===== config.mk =====
export PLATFORM = sky130hd
export DESIGN_NAME = stage_mem
export DESIGN_NICKNAME = d
export VERILOG_FILES = /design/src/rtl/PARAMS_pkg.sv /design/src/rtl/lsu_align.sv /design/src/rtl/stage_mem.sv
export SDC_FILE = /design/constraint.sdc
export NUM_CORES = 1
export LEC_CHECK = 0
export BUFFER_PORTS_ARGS = -buffer_cell sky130_fd_sc_hd__buf_2
export CAP_MARGIN = 20
export CORE_UTILIZATION = 51
export DETAILED_ROUTE_END_ITERATION = 16
export GPL_TIMING_DRIVEN = 0
export PLACE_DENSITY = 0.81
export SYNTH_ARGS = -nofsm -noshare
export SYNTH_HDL_FRONTEND = slang
export SYNTH_HIERARCHICAL = 1
export SYNTH_SLANG_ARGS = --single-unit
export TNS_END_PERCENT = 20

===== constraint.sdc =====
create_clock -name clk -period 4.6 [get_ports clk]
set_clock_uncertainty 0.1 [all_clocks]
set_input_delay 0 -clock clk [delete_from_list [all_inputs] [get_ports clk]]
set_output_delay 0 -clock clk [all_outputs]
set_load 0.02 [all_outputs]

===== src/rtl/PARAMS_pkg.sv =====
// Shared widths, memory-stage FSM states and funct3 encodings for the memory stage.
package PARAMS_pkg;

  localparam int WD_SIZE        = 32;
  localparam int INSTR_SIZE     = 32;
  localparam int INSTR_REG_BITS = 5;

  typedef enum logic [1:0] {
    IDLE = 2'd0,
    REQ  = 2'd1,
    WAIT = 2'd2
  } mem_state_t;

  typedef enum logic [1:0] {
    SZ_B = 2'd0,
    SZ_H = 2'd1,
    SZ_W = 2'd2
  } acc_size_t;

  localparam logic [2:0] FUNCT3_LB  = 3'b000;
  localparam logic [2:0] FUNCT3_LH  = 3'b001;
  localparam logic [2:0] FUNCT3_LW  = 3'b010;
  localparam logic [2:0] FUNCT3_LBU = 3'b100;
  localparam logic [2:0] FUNCT3_LHU = 3'b101;

  // Branch sense lives in funct3[0]: BNE style compares take on a non-zero result.
  localparam logic [2:0] FUNCT3_BNE = 3'b001;

  // Unlisted funct3 codes fall back to a full-word access.
  function automatic acc_size_t decode_size(input logic [2:0] f3);
    acc_size_t sz;
    case (f3)
      FUNCT3_LB, FUNCT3_LBU: sz = SZ_B;
      FUNCT3_LH, FUNCT3_LHU: sz = SZ_H;
      FUNCT3_LW:             sz = SZ_W;
      default:               sz = SZ_W;
    endcase
    return sz;
  endfunction

  function automatic logic branch_taken(input logic zero, input logic [2:0] f3);
    return (f3[0] == FUNCT3_BNE[0]) ? !zero : zero;
  endfunction

endpackage


===== src/rtl/lsu_align.sv =====
// Byte-lane steering for the data-memory port: store byte enables / replicated
// write data, load lane selection with sign or zero extension, and alignment check.
module lsu_align
  import PARAMS_pkg::*;
(
  input  logic [2:0]           funct3_i,
  input  logic [1:0]           addr_lo_i,
  input  logic [WD_SIZE-1:0]   st_data_i,
  input  logic [WD_SIZE-1:0]   ld_rdata_i,
  output logic [WD_SIZE/8-1:0] be_o,
  output logic [WD_SIZE-1:0]   wdata_o,
  output logic [WD_SIZE-1:0]   ld_data_o,
  output logic                 misalign_o
);

  acc_size_t  size;
  logic       ld_signed;
  logic [7:0] byte_sel;
  logic [15:0] half_sel;

  // Lane selection, extension and enable generation for the decoded access size.
  always_comb begin
    size      = decode_size(funct3_i);
    ld_signed = !funct3_i[2];
    case (addr_lo_i)
      2'd1:    byte_sel = ld_rdata_i[15:8];
      2'd2:    byte_sel = ld_rdata_i[23:16];
      2'd3:    byte_sel = ld_rdata_i[31:24];
      default: byte_sel = ld_rdata_i[7:0];
    endcase
    half_sel   = addr_lo_i[1] ? ld_rdata_i[31:16] : ld_rdata_i[15:0];
    be_o       = 4'b1111;
    wdata_o    = st_data_i;
    ld_data_o  = ld_rdata_i;
    misalign_o = 1'b0;
    case (size)
      SZ_B: begin
        be_o      = 4'b0001 << addr_lo_i;
        wdata_o   = {4{st_data_i[7:0]}};
        ld_data_o = {{24{ld_signed & byte_sel[7]}}, byte_sel};
      end
      SZ_H: begin
        be_o       = 4'b0011 << addr_lo_i;
        wdata_o    = {2{st_data_i[15:0]}};
        ld_data_o  = {{16{ld_signed & half_sel[15]}}, half_sel};
        misalign_o = addr_lo_i[0];
      end
      default: begin
        misalign_o = |addr_lo_i;
      end
    endcase
  end

endmodule


===== src/rtl/stage_mem.sv =====
// Memory-access stage: registers ALU results, runs load/store transactions on a
// req/gnt/rvalid port, resolves branch/jump redirects and presents writeback data.
module stage_mem
  import PARAMS_pkg::*;
(
  input  logic                      clk,
  input  logic                      reset_n,
  input  logic                      valid_i,
  input  logic [INSTR_REG_BITS-1:0] rd_i,
  input  logic                      instr_op_i,
  input  logic                      instr_ld_i,
  input  logic                      instr_st_i,
  input  logic                      instr_jm_i,
  input  logic                      instr_br_i,
  input  logic [2:0]                funct3_i,
  input  logic [WD_SIZE-1:0]        alu_result_i,
  input  logic                      alu_zero_i,
  input  logic [WD_SIZE-1:0]        rs2_data_i,
  input  logic [INSTR_SIZE-1:0]     pc_target_i,
  output logic                      stall_o,
  output logic                      dmem_req_o,
  output logic                      dmem_we_o,
  output logic [INSTR_SIZE-1:0]     dmem_addr_o,
  output logic [3:0]                dmem_be_o,
  output logic [WD_SIZE-1:0]        dmem_wdata_o,
  input  logic                      dmem_gnt_i,
  input  logic                      dmem_rvalid_i,
  input  logic [WD_SIZE-1:0]        dmem_rdata_i,
  output logic                      valid_o,
  output logic [INSTR_REG_BITS-1:0] rd_o,
  output logic                      wb_en_o,
  output logic [WD_SIZE-1:0]        wb_data_o,
  output logic                      redirect_o,
  output logic [INSTR_SIZE-1:0]     pc_target_o,
  output logic                      misalign_o
);

  mem_state_t                state_q, state_d;
  logic [INSTR_SIZE-1:0]     addr_q, addr_d;
  logic [3:0]                be_q, be_d;
  logic [WD_SIZE-1:0]        wdata_q, wdata_d;
  logic                      is_ld_q, is_ld_d;
  logic [2:0]                f3_q, f3_d;
  logic [1:0]                lo_q, lo_d;
  logic [INSTR_REG_BITS-1:0] mrd_q, mrd_d;

  logic                      valid_q, valid_d;
  logic [INSTR_REG_BITS-1:0] rd_q, rd_d;
  logic                      wb_cls_q, wb_cls_d;
  logic [WD_SIZE-1:0]        wb_data_q, wb_data_d;
  logic                      redirect_q, redirect_d;
  logic [INSTR_SIZE-1:0]     pc_target_q, pc_target_d;
  logic                      misalign_q, misalign_d;

  logic [2:0]         sel_f3;
  logic [1:0]         sel_lo;
  logic [3:0]         al_be;
  logic [WD_SIZE-1:0] al_wdata;
  logic [WD_SIZE-1:0] al_ld_data;
  logic               al_mis;
  logic               is_mem;

  // Aligner looks at live inputs while idle and at the captured access while a load waits.
  always_comb begin
    sel_f3 = (state_q == IDLE) ? funct3_i : f3_q;
    sel_lo = (state_q == IDLE) ? alu_result_i[1:0] : lo_q;
  end

  lsu_align u_lsu_align (
    .funct3_i   (sel_f3),
    .addr_lo_i  (sel_lo),
    .st_data_i  (rs2_data_i),
    .ld_rdata_i (dmem_rdata_i),
    .be_o       (al_be),
    .wdata_o    (al_wdata),
    .ld_data_o  (al_ld_data),
    .misalign_o (al_mis)
  );

  // Transaction FSM: next state, captured access, memory port drive and writeback updates.
  always_comb begin
    is_mem      = instr_ld_i | instr_st_i;
    state_d     = state_q;
    addr_d      = addr_q;
    be_d        = be_q;
    wdata_d     = wdata_q;
    is_ld_d     = is_ld_q;
    f3_d        = f3_q;
    lo_d        = lo_q;
    mrd_d       = mrd_q;
    valid_d     = 1'b0;
    rd_d        = rd_q;
    wb_cls_d    = wb_cls_q;
    wb_data_d   = wb_data_q;
    redirect_d  = redirect_q;
    pc_target_d = pc_target_q;
    misalign_d  = misalign_q;
    stall_o     = 1'b0;
    dmem_req_o  = 1'b0;
    dmem_we_o   = 1'b0;
    dmem_addr_o = '0;
    dmem_be_o   = '0;
    dmem_wdata_o = '0;
    case (state_q)
      IDLE: begin
        if (valid_i) begin
          if (is_mem && !al_mis) begin
            stall_o      = 1'b1;
            dmem_req_o   = 1'b1;
            dmem_we_o    = instr_st_i;
            dmem_addr_o  = {alu_result_i[INSTR_SIZE-1:2], 2'b00};
            dmem_be_o    = al_be;
            dmem_wdata_o = al_wdata;
            addr_d       = {alu_result_i[INSTR_SIZE-1:2], 2'b00};
            be_d         = al_be;
            wdata_d      = al_wdata;
            is_ld_d      = instr_ld_i;
            f3_d         = funct3_i;
            lo_d         = alu_result_i[1:0];
            mrd_d        = rd_i;
            if (!dmem_gnt_i) begin
              state_d = REQ;
            end else if (instr_ld_i) begin
              state_d = WAIT;
            end else begin
              valid_d    = 1'b1;
              rd_d       = rd_i;
              wb_cls_d   = 1'b0;
              redirect_d = 1'b0;
              misalign_d = 1'b0;
            end
          end else begin
            valid_d     = 1'b1;
            rd_d        = rd_i;
            wb_data_d   = alu_result_i;
            wb_cls_d    = instr_op_i | instr_ld_i | instr_jm_i;
            redirect_d  = !is_mem &
                          (instr_jm_i | (instr_br_i & branch_taken(alu_zero_i, funct3_i)));
            pc_target_d = pc_target_i;
            misalign_d  = is_mem;
          end
        end
      end
      REQ: begin
        stall_o      = 1'b1;
        dmem_req_o   = 1'b1;
        dmem_we_o    = !is_ld_q;
        dmem_addr_o  = addr_q;
        dmem_be_o    = be_q;
        dmem_wdata_o = wdata_q;
        if (dmem_gnt_i) begin
          if (is_ld_q) begin
            state_d = WAIT;
          end else begin
            state_d    = IDLE;
            valid_d    = 1'b1;
            rd_d       = mrd_q;
            wb_cls_d   = 1'b0;
            redirect_d = 1'b0;
            misalign_d = 1'b0;
          end
        end
      end
      WAIT: begin
        stall_o = 1'b1;
        if (dmem_rvalid_i) begin
          state_d    = IDLE;
          valid_d    = 1'b1;
          rd_d       = mrd_q;
          wb_cls_d   = 1'b1;
          wb_data_d  = al_ld_data;
          redirect_d = 1'b0;
          misalign_d = 1'b0;
        end
      end
      default: state_d = IDLE;
    endcase
  end

  // State, captured access and writeback registers; reset drops any open transaction.
  always_ff @(posedge clk or negedge reset_n) begin
    if (!reset_n) begin
      state_q     <= IDLE;
      addr_q      <= '0;
      be_q        <= '0;
      wdata_q     <= '0;
      is_ld_q     <= 1'b0;
      f3_q        <= '0;
      lo_q        <= '0;
      mrd_q       <= '0;
      valid_q     <= 1'b0;
      rd_q        <= '0;
      wb_cls_q    <= 1'b0;
      wb_data_q   <= '0;
      redirect_q  <= 1'b0;
      pc_target_q <= '0;
      misalign_q  <= 1'b0;
    end else begin
      state_q     <= state_d;
      addr_q      <= addr_d;
      be_q        <= be_d;
      wdata_q     <= wdata_d;
      is_ld_q     <= is_ld_d;
      f3_q        <= f3_d;
      lo_q        <= lo_d;
      mrd_q       <= mrd_d;
      valid_q     <= valid_d;
      rd_q        <= rd_d;
      wb_cls_q    <= wb_cls_d;
      wb_data_q   <= wb_data_d;
      redirect_q  <= redirect_d;
      pc_target_q <= pc_target_d;
      misalign_q  <= misalign_d;
    end
  end

  // Flag outputs only assert alongside the valid pulse.
  always_comb begin
    valid_o     = valid_q;
    rd_o        = rd_q;
    wb_data_o   = wb_data_q;
    pc_target_o = pc_target_q;
    redirect_o  = valid_q & redirect_q;
    misalign_o  = valid_q & misalign_q;
    wb_en_o     = valid_q & wb_cls_q & (rd_q != '0) & !misalign_q;
  end

endmodule

==> impl_results.md <==
- Worst-path clk slew: 0.06 ns
- Std cell rows: 46
- Final Util: 76.72%
- IO Pins: 291
- Vias in the first global route: 8881
- Worst-Margin Slew: 0.9136 ns
- Worst Setup Start Kind: flop
- Max Cap Viol: 0
- Root buf cell: clkbuf_16
- Tot GR Track Use: 38.48%
- Maximum root-to-sink buffer count: 2
- Reg-to-reg startpoint: state_q[0]
- Final antenna-violating net count: 0
- RSZ-0062 raised after global routing: no
- Cts bufs inserted: 17
- DRC errors left: 0
- R2r setup slk: 0.42 ns
- Worst Reg-to-Reg Cells: 13
- Initial Utilization: 52.97%
- Worst-path cell chain: inv_1 > ha_1 > clkbuf_4 > mux2_2 > buf_2 > buf_4 > buf_2 > nor2_1 > nor2_1 > o21bai_1 > nor2_2 > buf_2 > buf_2 > a22o_1 > buf_2
- Register area share after synthesis: 44.72%
- Synth cell types: 49
- Power consumption: 9.091 mW
- Hold Path Class: input port to async pin
- Post-DP HPWL: 20130 um
- Async S/R FF share, synth: 100.0%
- Yosys reg bits: 152
- CP endpoint kind: primary output
- Top cell type's share of synthesized area: 44.72%
- Die Area: 17200 um2
- Area leader, netlist: dfrtp_1
- Area grow syn2layout: 44.84%
- CTS tree: done
- Most frequent CP cell: buf_2
- Routed vias: 8489
- Iteration-0 DRC Markers: 697
- Synth Area per Inst: 11.21 um2
- Maximum vdd ir drop: 0.4542 mV
- Total grt overflow: 0
- Worst-path maximum fanout: 10
- Die Y-Extent: 131.1 um
- Wire per inst: 22.70 um
- TritonRoute pass-1 iters: 6
- # fillers: 999
- FMAX: 0.2298 GHz
- Clock tree sinks: 152
- Setup TNS: 0 ns
- Worst EP arrival: 4.25 ns
- Final Hold Violating Endpoints: 0
- Hold slack: 0.02062 ns
- Worst Path Required: 4.50 ns
- Share of cells above drive strength 1: 45.10%
- Pwr Density: 737.9 nW/um2
- H-tree levels: 4
- Final period util: 94.58%
- Largest cells by area after synthesis: dfrtp_1 (45%), mux2_2 (18%), a22o_1 (6.8%)
- Worst skew pair latency: 0.43 ns
- Post-synth top flop: dfrtp_1
- Mapped Area: 8506 um2
- # nets final: 1363
- Core area: 16060 um2
- Tmin final: 4.351 ns
- Slew Limit Fails: 0
- P_leak: 5.850 nW
- CP max stage delay: 0.40 ns
- Status: finished, final reports clean
- Post-synth EDFFs: 0
- Pin count of the biggest net entering global routing: 95
- RD Place Congestion: 0.9502
- Die Wd: 131.1 um
- Crit path max-delay cell type: dfrtp_1
- Reg area: 3804 um2
- Initial antenna violation count: 5
- Worst slew margin: 39.09%
- DR vias/cell: 5.875
- Final setup violation count: 0
- Multi-input gate area: 4239 um2
- WS Path Type: flop to primary output
- Worst r2r dst: pc_target_o[13]
- Mapped Cells: 759
- Yosys warns: 6
- First-pass GRT wire length: 50330 um
- WL final: 32810 um
- Port Buffer Count: 287
registers in the layout, indices dropped and copies added, names as in the netlist, 2 cells and up:
register     count
mrd_q            5
pc_target_o     32
lo_q             2
rd_o             5
be_q             4
addr_q          30
wb_data_o       32
f3_q             3
wdata_q         32
state_q          2
cells in the final DEF (no fill, tap or decap), types with 2 or more instances in the layout:
cell	Yosys	layout
nor2_1	51	50
a21oi_2	28	28
or2_2	4	4
o21ai_0	21	21
nand2_1	79	79
buf_6	10	11
mux2_2	137	137
nor2_2	4	5
mux2i_1	43	43
buf_4	11	13
buf_1	2	2
clkbuf_16	0	17
clkinv_4	0	3
clkbuf_1	20	19
conb_1	1	2
mux4_2	5	5
ha_1	5	5
nand3_1	2	2
a22o_1	66	66
a211oi_1	8	8
nor3_1	4	4
nand2b_1	3	3
diode_2	0	5
bufinv_16	0	2
dlygate4sd3_1	0	146
o22ai_1	6	6
nor2b_1	10	10
a221o_1	10	10
inv_1	15	15
buf_2	27	310
a21oi_1	11	11
inv_6	0	4
dfrtp_1	152	152
inv_8	0	2
clkinvlp_4	0	2
o21bai_1	2	2
and2_1	2	2
cell usage after synthesis, types with 2 or more instances:
cell type,n
dfrtp_1,152
mux2_2,137
nand2_1,79
a22o_1,66
nor2_1,51
mux2i_1,43
a21oi_2,28
buf_2,27
o21ai_0,21
clkbuf_1,20
inv_1,15
a21oi_1,11
buf_4,11
a221o_1,10
buf_6,10
nor2b_1,10
a211oi_1,8
o22ai_1,6
ha_1,5
mux4_2,5
nor2_2,4
nor3_1,4
or2_2,4
nand2b_1,3
and2_1,2
buf_1,2
nand3_1,2
o21bai_1,2
worst max-delay path: cells and delay by family, from the launching register on:
kind / cells / cell delay [ns]
mux: 1 / 0.35
flops: 1 / 0.40
compound gates: 2 / 0.42
fa+ha+maj: 1 / 0.25
buf+inv: 8 / 1.85
simple gates: 3 / 0.54
metal layers:
metal,up-vias,global-route usage [%],wire length [um]
li1,3639,-,-
met5,-,0,0
met1,4062,44.63,11900
met4,0,21.76,1748
met2,637,65.48,16070
met3,151,8.835,3089
cell type report:
| class | instances | share of cell area, % |
|---|---|---|
| clock inverter | 14 | 1.330 |
| antenna | 5 | 0.1016 |
| timing repair buffer | 434 | 23.80 |
| tap | 216 | 2.194 |
| sequential | 152 | 30.88 |
| buffer | 68 | 3.352 |
| inverter | 15 | 0.4570 |
| clock buffer | 18 | 3.484 |
| multi-input combinational | 523 | 34.41 |
logic make-up (layout without fill, tap and decap cells):
| kind of cell | count (synthesis) | after routing | synth area share [%] |
|---|---|---|---|
| simple gates | 167 | 167 | 8.576 |
| xor+xnor | 1 | 1 | 0.1030 |
| flops | 152 | 152 | 44.72 |
| mux | 186 | 186 | 24.83 |
| fa+ha+maj | 5 | 5 | 0.7355 |
| other cells | 1 | 7 | 0.04409 |
| compound gates | 162 | 162 | 15.48 |
| buf+inv | 85 | 549 | 5.516 |
metrics by stage:
stage | std cells | cell area, um2 | setup WS (ns)
5_1_grt | 1445 | 12320 | 0.03428
3_5_place_dp | 1264 | 10250 | 0.2129
2_1_floorplan | 760 | 8509 | 1.093
3_3_place_gp | 1263 | 10220 | 0.2756
4_1_cts | 1442 | 12310 | 0.002075
6_report | 1445 | 12320 | 0.2493
report_power, final:
group	leakage (nW)	switching [mW]	internal (mW)	total, mW
Sequential	1.78	0.417	2.03	2.45
Clock	0.286	0.630	0.815	1.45
Combinational	3.79	3.00	2.19	5.20
how the worst max path moves through the flow:
stage,cells after the start,slack (ns),start,end
floorplan,15,1.09,state_q[0],addr_q[26]
global placement,13,0.28,state_q[0],pc_target_o[20]
detailed placement,13,0.21,state_q[0],pc_target_o[20]
CTS,17,0.002,state_q[0],dmem_addr_o[25]
global route,17,0.03,state_q[0],dmem_addr_o[25]
finish,15,0.25,state_q[0],dmem_addr_o[7]
what timing repair did:
| item | in CTS | in global routing |
|---|---|---|
| gates resized for setup | 1 | 4 |
| endpoints found under the hold margin | 269 | 0 |
| buffers inserted | 0 | 0 |
| hold buffers | 146 | 0 |
| setup endpoints to repair | 1 | 86 |
No activity file was read; power rests on OpenSTA's default activity.
